--- src/rtl/psg_pkg.sv ---
// Shared types and constants for the PSG command master.
// The command entry layout is what the FIFO stores, one entry per accepted command.
package psg_pkg;

    localparam int         PSG_REGS      = 16;
    localparam logic [3:0] PSG_ENV_SHAPE = 4'hD;
    localparam int         CMD_W         = 13;

    typedef enum logic [2:0] {
        ST_IDLE,
        ST_SETUP,
        ST_STROBE,
        ST_HOLD,
        ST_RWAIT,
        ST_RCAP
    } psg_state_e;

    typedef struct packed {
        logic       rd;
        logic [3:0] addr;
        logic [7:0] data;
    } psg_cmd_t;

endpackage

--- src/rtl/psg_cmd_fifo.sv ---
// Synchronous command FIFO. Push and pop may happen in the same cycle, even when full.
// ready_o is a registered not-full flag: it is low during reset.
module psg_cmd_fifo #(
    parameter int DEPTH = 4,
    parameter int WIDTH = 13
) (
    input  logic             clk,
    input  logic             rst,
    input  logic             push_i,
    input  logic [WIDTH-1:0] din_i,
    input  logic             pop_i,
    output logic [WIDTH-1:0] dout_o,
    output logic             empty_o,
    output logic             ready_o
);

    localparam int AW = $clog2(DEPTH);
    localparam int PW = AW + 1;

    logic [WIDTH-1:0] mem_q [DEPTH];
    logic [PW-1:0]    wr_ptr_q, wr_ptr_d;
    logic [PW-1:0]    rd_ptr_q, rd_ptr_d;
    logic [PW-1:0]    used_d;
    logic             full;
    logic             do_push;
    logic             do_pop;
    logic             ready_q;

    assign empty_o  = (wr_ptr_q == rd_ptr_q);
    assign full     = ((wr_ptr_q - rd_ptr_q) == PW'(DEPTH));
    assign do_pop   = pop_i && !empty_o;
    assign do_push  = push_i && (!full || do_pop);
    assign wr_ptr_d = wr_ptr_q + PW'(do_push);
    assign rd_ptr_d = rd_ptr_q + PW'(do_pop);
    assign used_d   = wr_ptr_d - rd_ptr_d;
    assign dout_o   = mem_q[rd_ptr_q[AW-1:0]];
    assign ready_o  = ready_q;

    always_ff @(posedge clk) begin
        if (rst) begin
            wr_ptr_q <= '0;
            rd_ptr_q <= '0;
            ready_q  <= 1'b0;
        end else begin
            wr_ptr_q <= wr_ptr_d;
            rd_ptr_q <= rd_ptr_d;
            ready_q  <= (used_d != PW'(DEPTH));
        end
    end

    // Storage needs no reset; the pointers define which entries are live.
    always_ff @(posedge clk) begin
        if (do_push) begin
            mem_q[wr_ptr_q[AW-1:0]] <= din_i;
        end
    end

endmodule

--- src/rtl/psg_cmd_master.sv ---
// Valid/ready command stream to PSG register-bus master with a 16-entry shadow copy.
// Bus strobes are registered from the next state so cs_n/wr_n are glitch-free.
module psg_cmd_master
    import psg_pkg::*;
#(
    parameter int DEPTH    = 4,
    parameter int STROBE   = 2,
    parameter int SKIP_DUP = 1
) (
    input  logic       clk,
    input  logic       rst,
    input  logic       cmd_valid,
    output logic       cmd_ready,
    input  logic       cmd_rd,
    input  logic [3:0] cmd_addr,
    input  logic [7:0] cmd_data,
    output logic       rsp_valid,
    output logic [3:0] rsp_addr,
    output logic [7:0] rsp_data,
    output logic       busy,
    output logic [3:0] psg_addr,
    output logic [7:0] psg_din,
    output logic       psg_cs_n,
    output logic       psg_wr_n,
    input  logic [7:0] psg_dout,
    input  logic [3:0] shadow_sel,
    output logic [7:0] shadow_q
);

    localparam int CW = $clog2(STROBE + 1);

    psg_state_e       state_q, state_d;
    logic [CW-1:0]    cnt_q, cnt_d;
    logic             rd_q, rd_d;
    logic [3:0]       addr_q, addr_d;
    logic [7:0]       din_q, din_d;
    logic             cs_n_q, wr_n_q;
    logic             rsp_valid_q;
    logic [3:0]       rsp_addr_q;
    logic [7:0]       rsp_data_q;
    logic [7:0]       shadow_mem_q [PSG_REGS];

    logic [CMD_W-1:0] head_raw;
    psg_cmd_t         head;
    logic             fifo_empty;
    logic             fifo_pop;
    logic             dup;

    psg_cmd_fifo #(
        .DEPTH (DEPTH),
        .WIDTH (CMD_W)
    ) u_fifo (
        .clk     (clk),
        .rst     (rst),
        .push_i  (cmd_valid && cmd_ready),
        .din_i   ({cmd_rd, cmd_addr, cmd_data}),
        .pop_i   (fifo_pop),
        .dout_o  (head_raw),
        .empty_o (fifo_empty),
        .ready_o (cmd_ready)
    );

    assign head = psg_cmd_t'(head_raw);

    // Envelope shape writes always go out: each one restarts the envelope.
    assign dup = !head.rd && (SKIP_DUP != 0) && (head.addr != PSG_ENV_SHAPE)
                 && (head.data == shadow_mem_q[head.addr]);

    always_comb begin
        state_d  = state_q;
        cnt_d    = cnt_q;
        rd_d     = rd_q;
        addr_d   = addr_q;
        din_d    = din_q;
        fifo_pop = 1'b0;
        case (state_q)
            ST_IDLE: begin
                if (!fifo_empty) begin
                    fifo_pop = 1'b1;
                    rd_d     = head.rd;
                    addr_d   = head.addr;
                    din_d    = head.data;
                    if (!dup) state_d = ST_SETUP;
                end
            end
            ST_SETUP: begin
                cnt_d   = '0;
                state_d = rd_q ? ST_RWAIT : ST_STROBE;
            end
            ST_STROBE: begin
                if (cnt_q == CW'(STROBE - 1)) state_d = ST_HOLD;
                else                          cnt_d   = cnt_q + CW'(1);
            end
            ST_HOLD:  state_d = ST_IDLE;
            ST_RWAIT: state_d = ST_RCAP;
            ST_RCAP:  state_d = ST_IDLE;
            default:  state_d = ST_IDLE;
        endcase
    end

    always_ff @(posedge clk) begin
        if (rst) begin
            state_q     <= ST_IDLE;
            cnt_q       <= '0;
            rd_q        <= 1'b0;
            addr_q      <= '0;
            din_q       <= '0;
            cs_n_q      <= 1'b1;
            wr_n_q      <= 1'b1;
            rsp_valid_q <= 1'b0;
            rsp_addr_q  <= '0;
            rsp_data_q  <= '0;
            for (int i = 0; i < PSG_REGS; i++) shadow_mem_q[i] <= '0;
        end else begin
            state_q     <= state_d;
            cnt_q       <= cnt_d;
            rd_q        <= rd_d;
            addr_q      <= addr_d;
            din_q       <= din_d;
            cs_n_q      <= !(state_d == ST_SETUP || state_d == ST_STROBE || state_d == ST_RWAIT);
            wr_n_q      <= (state_d != ST_STROBE);
            rsp_valid_q <= (state_q == ST_RCAP);
            if (state_q == ST_RCAP) begin
                rsp_data_q <= psg_dout;
                rsp_addr_q <= addr_q;
            end
            // Commit to the shadow once, on the first strobe cycle.
            if (state_q == ST_STROBE && cnt_q == '0) begin
                shadow_mem_q[addr_q] <= din_q;
            end
        end
    end

    assign busy      = !fifo_empty || (state_q != ST_IDLE);
    assign psg_addr  = addr_q;
    assign psg_din   = din_q;
    assign psg_cs_n  = cs_n_q;
    assign psg_wr_n  = wr_n_q;
    assign rsp_valid = rsp_valid_q;
    assign rsp_addr  = rsp_addr_q;
    assign rsp_data  = rsp_data_q;
    assign shadow_q  = shadow_mem_q[shadow_sel];

endmodule
--- config.mk ---
export PLATFORM = sky130hd
export DESIGN_NAME = psg_cmd_master
export DESIGN_NICKNAME = d
export VERILOG_FILES = /design/src/rtl/psg_pkg.sv /design/src/rtl/psg_cmd_fifo.sv /design/src/rtl/psg_cmd_master.sv
export SDC_FILE = /design/constraint.sdc
export NUM_CORES = 1
export LEC_CHECK = 0
export ABC_CLOCK_PERIOD_IN_PS = 4200
export BUFFER_PORTS_ARGS = -buffer_cell sky130_fd_sc_hd__buf_2
export CAP_MARGIN = 20
export CORE_AREA = 2 2 186 151
export DETAILED_ROUTE_END_ITERATION = 16
export DIE_AREA = 0 0 188 153
export SETUP_SLACK_MARGIN = 0.1
export SYNTH_ARGS = -nofsm -noshare
export SYNTH_HDL_FRONTEND = slang
export SYNTH_HIERARCHICAL = 1
export SYNTH_SLANG_ARGS = --single-unit
export TNS_END_PERCENT = 1
--- constraint.sdc ---
create_clock -name clk -period 4.2 [get_ports clk]
set_input_delay 0.21 -clock clk [delete_from_list [all_inputs] [get_ports clk]]
set_output_delay 0.21 -clock clk [all_outputs]
set_load 0.005 [all_outputs]
==> results.ini <==
[timing]
max_slew_margin_pct = 43.38
worst_slew_pin_slew_ns = 0.8493
finalClockSkew_ns = 0.01623
final.period_utilization_pct = 87.38
whs_ns = 0.2894
finalSetupViolations = 0
totalNegativeSetupSlack_ns = 0
timing_max_transition_violations_final = 0
max_freq_mhz = 272.5
post-route-min-period_ns = 3.670
finalHoldViolCount = 0
setup_repair_after_global_routing_missed_its_margin = no

[run_status]
status = finished, final reports clean

[routing]
drt_pass1_iterations = 4
drt-total-wl_mm = 25.60
detail_route.wl_per_cell_um = 21.23
detail_route.iter0.violations = 432
detail_route.vias_per_cell = 5.274
detailroute.via_count = 6360
detail_route.drc_violations = 0
antenna_left = 0

[worst_setup_path]
worst_setup_sp_type = register
cp-end-kind = register
worstPathCellList = mux4_2 -> mux4_2 -> mux2i_1 -> xnor2_1 -> a2111oi_0 -> mux2i_1 -> o31ai_1 -> a2111oi_0
critical_path_arrival_ns = 4.05
critical_path.max_stage_delay_ns = 0.84
criticalPathCategory = reg -> reg
worst-endpoint-required_ns = 4.58
cp_max_fo = 21
cp_slowest_cell = mux4_2

[synthesis]
netlist.area_leader.share_pct = 50.82
async_reset_ff_share_pct = 0
yosys_register_bits = 220
synth.lib_cells_used.distinct = 44
synthMostInstantiatedCell = edfxtp_1
ys_top_cells_by_area = edfxtp_1 (51%), mux4_2 (16%), and2_1 (7.6%)
postSynthCellCount = 733
netlist_top_cells_count = edfxtp_1 (180), and2_1 (129), mux4_2 (77)
synth-edff-count = 180
syn-num-nets = 771
synth.yosys.warnings = 6
synth_largest_area_cell = edfxtp_1
post_synthesis_cell_area_um2 = 10640
synth_area_per_cell_um2 = 14.51
synth.yosys.seq_area_share_pct = 58.35
yosys_most_used_dff = edfxtp_1

[clock_network]
cts.htree.levels = 1
cts-buffers-inserted = 24
clock_tree.root_cell = clkbuf_16
postCtsSetupBuffers = 0
clock_buffer_depth = 3
cts.reportedPaths.clkPinSlew_ns = 0.06
worst_skew_pair.late_latency_ns = 0.53
cts_repair_resizes = 0
tritoncts = yes
clock_sinks = 220

[place]
post_dp_cell_area_um2 = 11420
post-dp-hpwl_mm = 18.04
gp_routability_congestion = 0.8230
place.port_buffers = 64
numPlacedInstances = 1141

[grt]
grt_max_degree = 57
grt_pass1_vias = 6440
gr_usage_total_pct = 18.11
grt_first_pass_wirelength_mm = 39.61
grt_antenna_before_repair = 0
global_route.overflow_total = 0

[floorplanning]
floorplan_die_area_um2 = 28760
die_x_um = 188
rows = 54
chipHeight_um = 153
ios = 65
core_area_um2 = 26960
floorplan.initialDensity_pct = 39.46

[power_and_ir_drop]
p_per_area_nw_per_um2 = 458.2
total_power_mw = 5.724
power.leakage_nw = 4.623
vdd_ir_drop_max_uv = 252.0

[job]
drv.max_cap_violation_count = 0

[layout]
finalNetCount = 862
antennaDiodeCount = 0
area_growth_pct = 17.45
final-instance-count-excl-fill = 1206
post_route_cells_drive_above_1_share_pct = 27.67
postLayoutCellArea_um2 = 12490
fill_cells = 2307

[worst_hold_path]
class_of_the_tightest_hold_or_removal_check = in -> reg

-- routing by layer --
metal	vias up	wire, um	share of wire (%)	GRT usage (%)
met3	27	1511	5.9	2.732
met5	-	0	0	0
met1	3211	12200	48	27.35
met2	191	11430	45	27.89
li1	2931	-	-	-
met4	0	455	1.8	3.712
-- logic make-up after synthesis --
group | count (synthesis) | synth area share (%)
fa+ha+maj | 10 | 1.176
simple gates | 280 | 14.34
flops | 220 | 58.35
mux | 104 | 19.77
buf+inv | 57 | 2.329
compound gates | 46 | 2.517
xor+xnor | 16 | 1.517
-- final timing paths --
check / startpoint / cells after the start / endpoint / slack, ns
max reg2reg: u_fifo/rd_ptr_q[0]$_SDFF_PP0_ / 8 / state_q[0]$_SDFF_PP0_ / 0.53
min reg2reg: rsp_addr[0]$_SDFFE_PP0P_ / 2 / rsp_addr[0]$_SDFFE_PP0P_ / 0.46
max: u_fifo/rd_ptr_q[0]$_SDFF_PP0_ / 8 / state_q[0]$_SDFF_PP0_ / 0.53
min: rst / 3 / rsp_valid$_SDFF_PP0_ / 0.29
-- state kept, by name, indices dropped and copies added, names as in the netlist --
name / flops
rsp_valid: 1
psg_wr_n: 1
psg_cs_n: 1
u_fifo/mem_q: 52
rsp_addr: 4
rd_q: 1
u_fifo/rd_ptr_q: 3
cnt_q: 2
shadow_mem_q: 128
psg_addr: 4
u_fifo/wr_ptr_q: 3
psg_din: 8
rsp_data: 8
u_fifo/ready_o: 1
state_q: 3
-- per-stage QoR --
| step | util, % | setup slack (ns) |
|---|---|---|
| floorplan | - | 0.4666 |
| global placement | 42.37 | 0.5380 |
| detailed placement | 42.37 | 0.4348 |
| CTS | 46.34 | 0.4018 |
| global route | 46.34 | 0.2791 |
| finish | 46.34 | 0.5301 |
-- critical path, delay by kind of cell, from the launching register on --
kind,cells,cell delay (ns)
AOI/OAI and AO/OA,3,1.10
xor gates and xnor gates,1,0.08
DFF,1,0.46
muxes,4,1.87
-- layout make-up --
class / count / area, um2 / area share, %
inverters: 11 / 41.29 / 0.3305
repair buffers: 111 / 725.7 / 5.809
clock inverters: 13 / 182.7 / 1.462
clock buffers: 31 / 678.2 / 5.429
multi-input cells: 456 / 4203 / 33.64
flip-flops and latches: 220 / 6206 / 49.68
well taps: 364 / 455.4 / 3.646
-- layout by cell type (no fill, tap or decap), drive strengths merged, types with 4 or more instances in the layout --
cell / count
a21oi: 30
and2: 129
buf: 90
bufinv: 4
clkbuf: 31
clkinv: 8
dfxtp: 40
dlygate4sd3: 21
edfxtp: 180
ha: 10
inv: 11
mux2i: 20
mux4: 83
nand2: 60
nand2b: 4
nand3: 5
nand3b: 4
nor2: 32
nor2b: 7
nor3: 12
or2: 16
or4: 4
xnor2: 10
xor2: 5
-- repair_timing --
item,CTS,global route
endpoints found under the setup margin,0,0
hold endpoints to repair,60,0
hold buffers,21,0
-- power breakdown --
part	leakage (nW)	switching (mW)	internal, mW
clock	0.424	0.884	1.39
combinational	2.08	0.434	0.386
sequential	2.12	0.160	2.47
total	4.62	1.48	4.25
(Power assumes the default switching activity.)
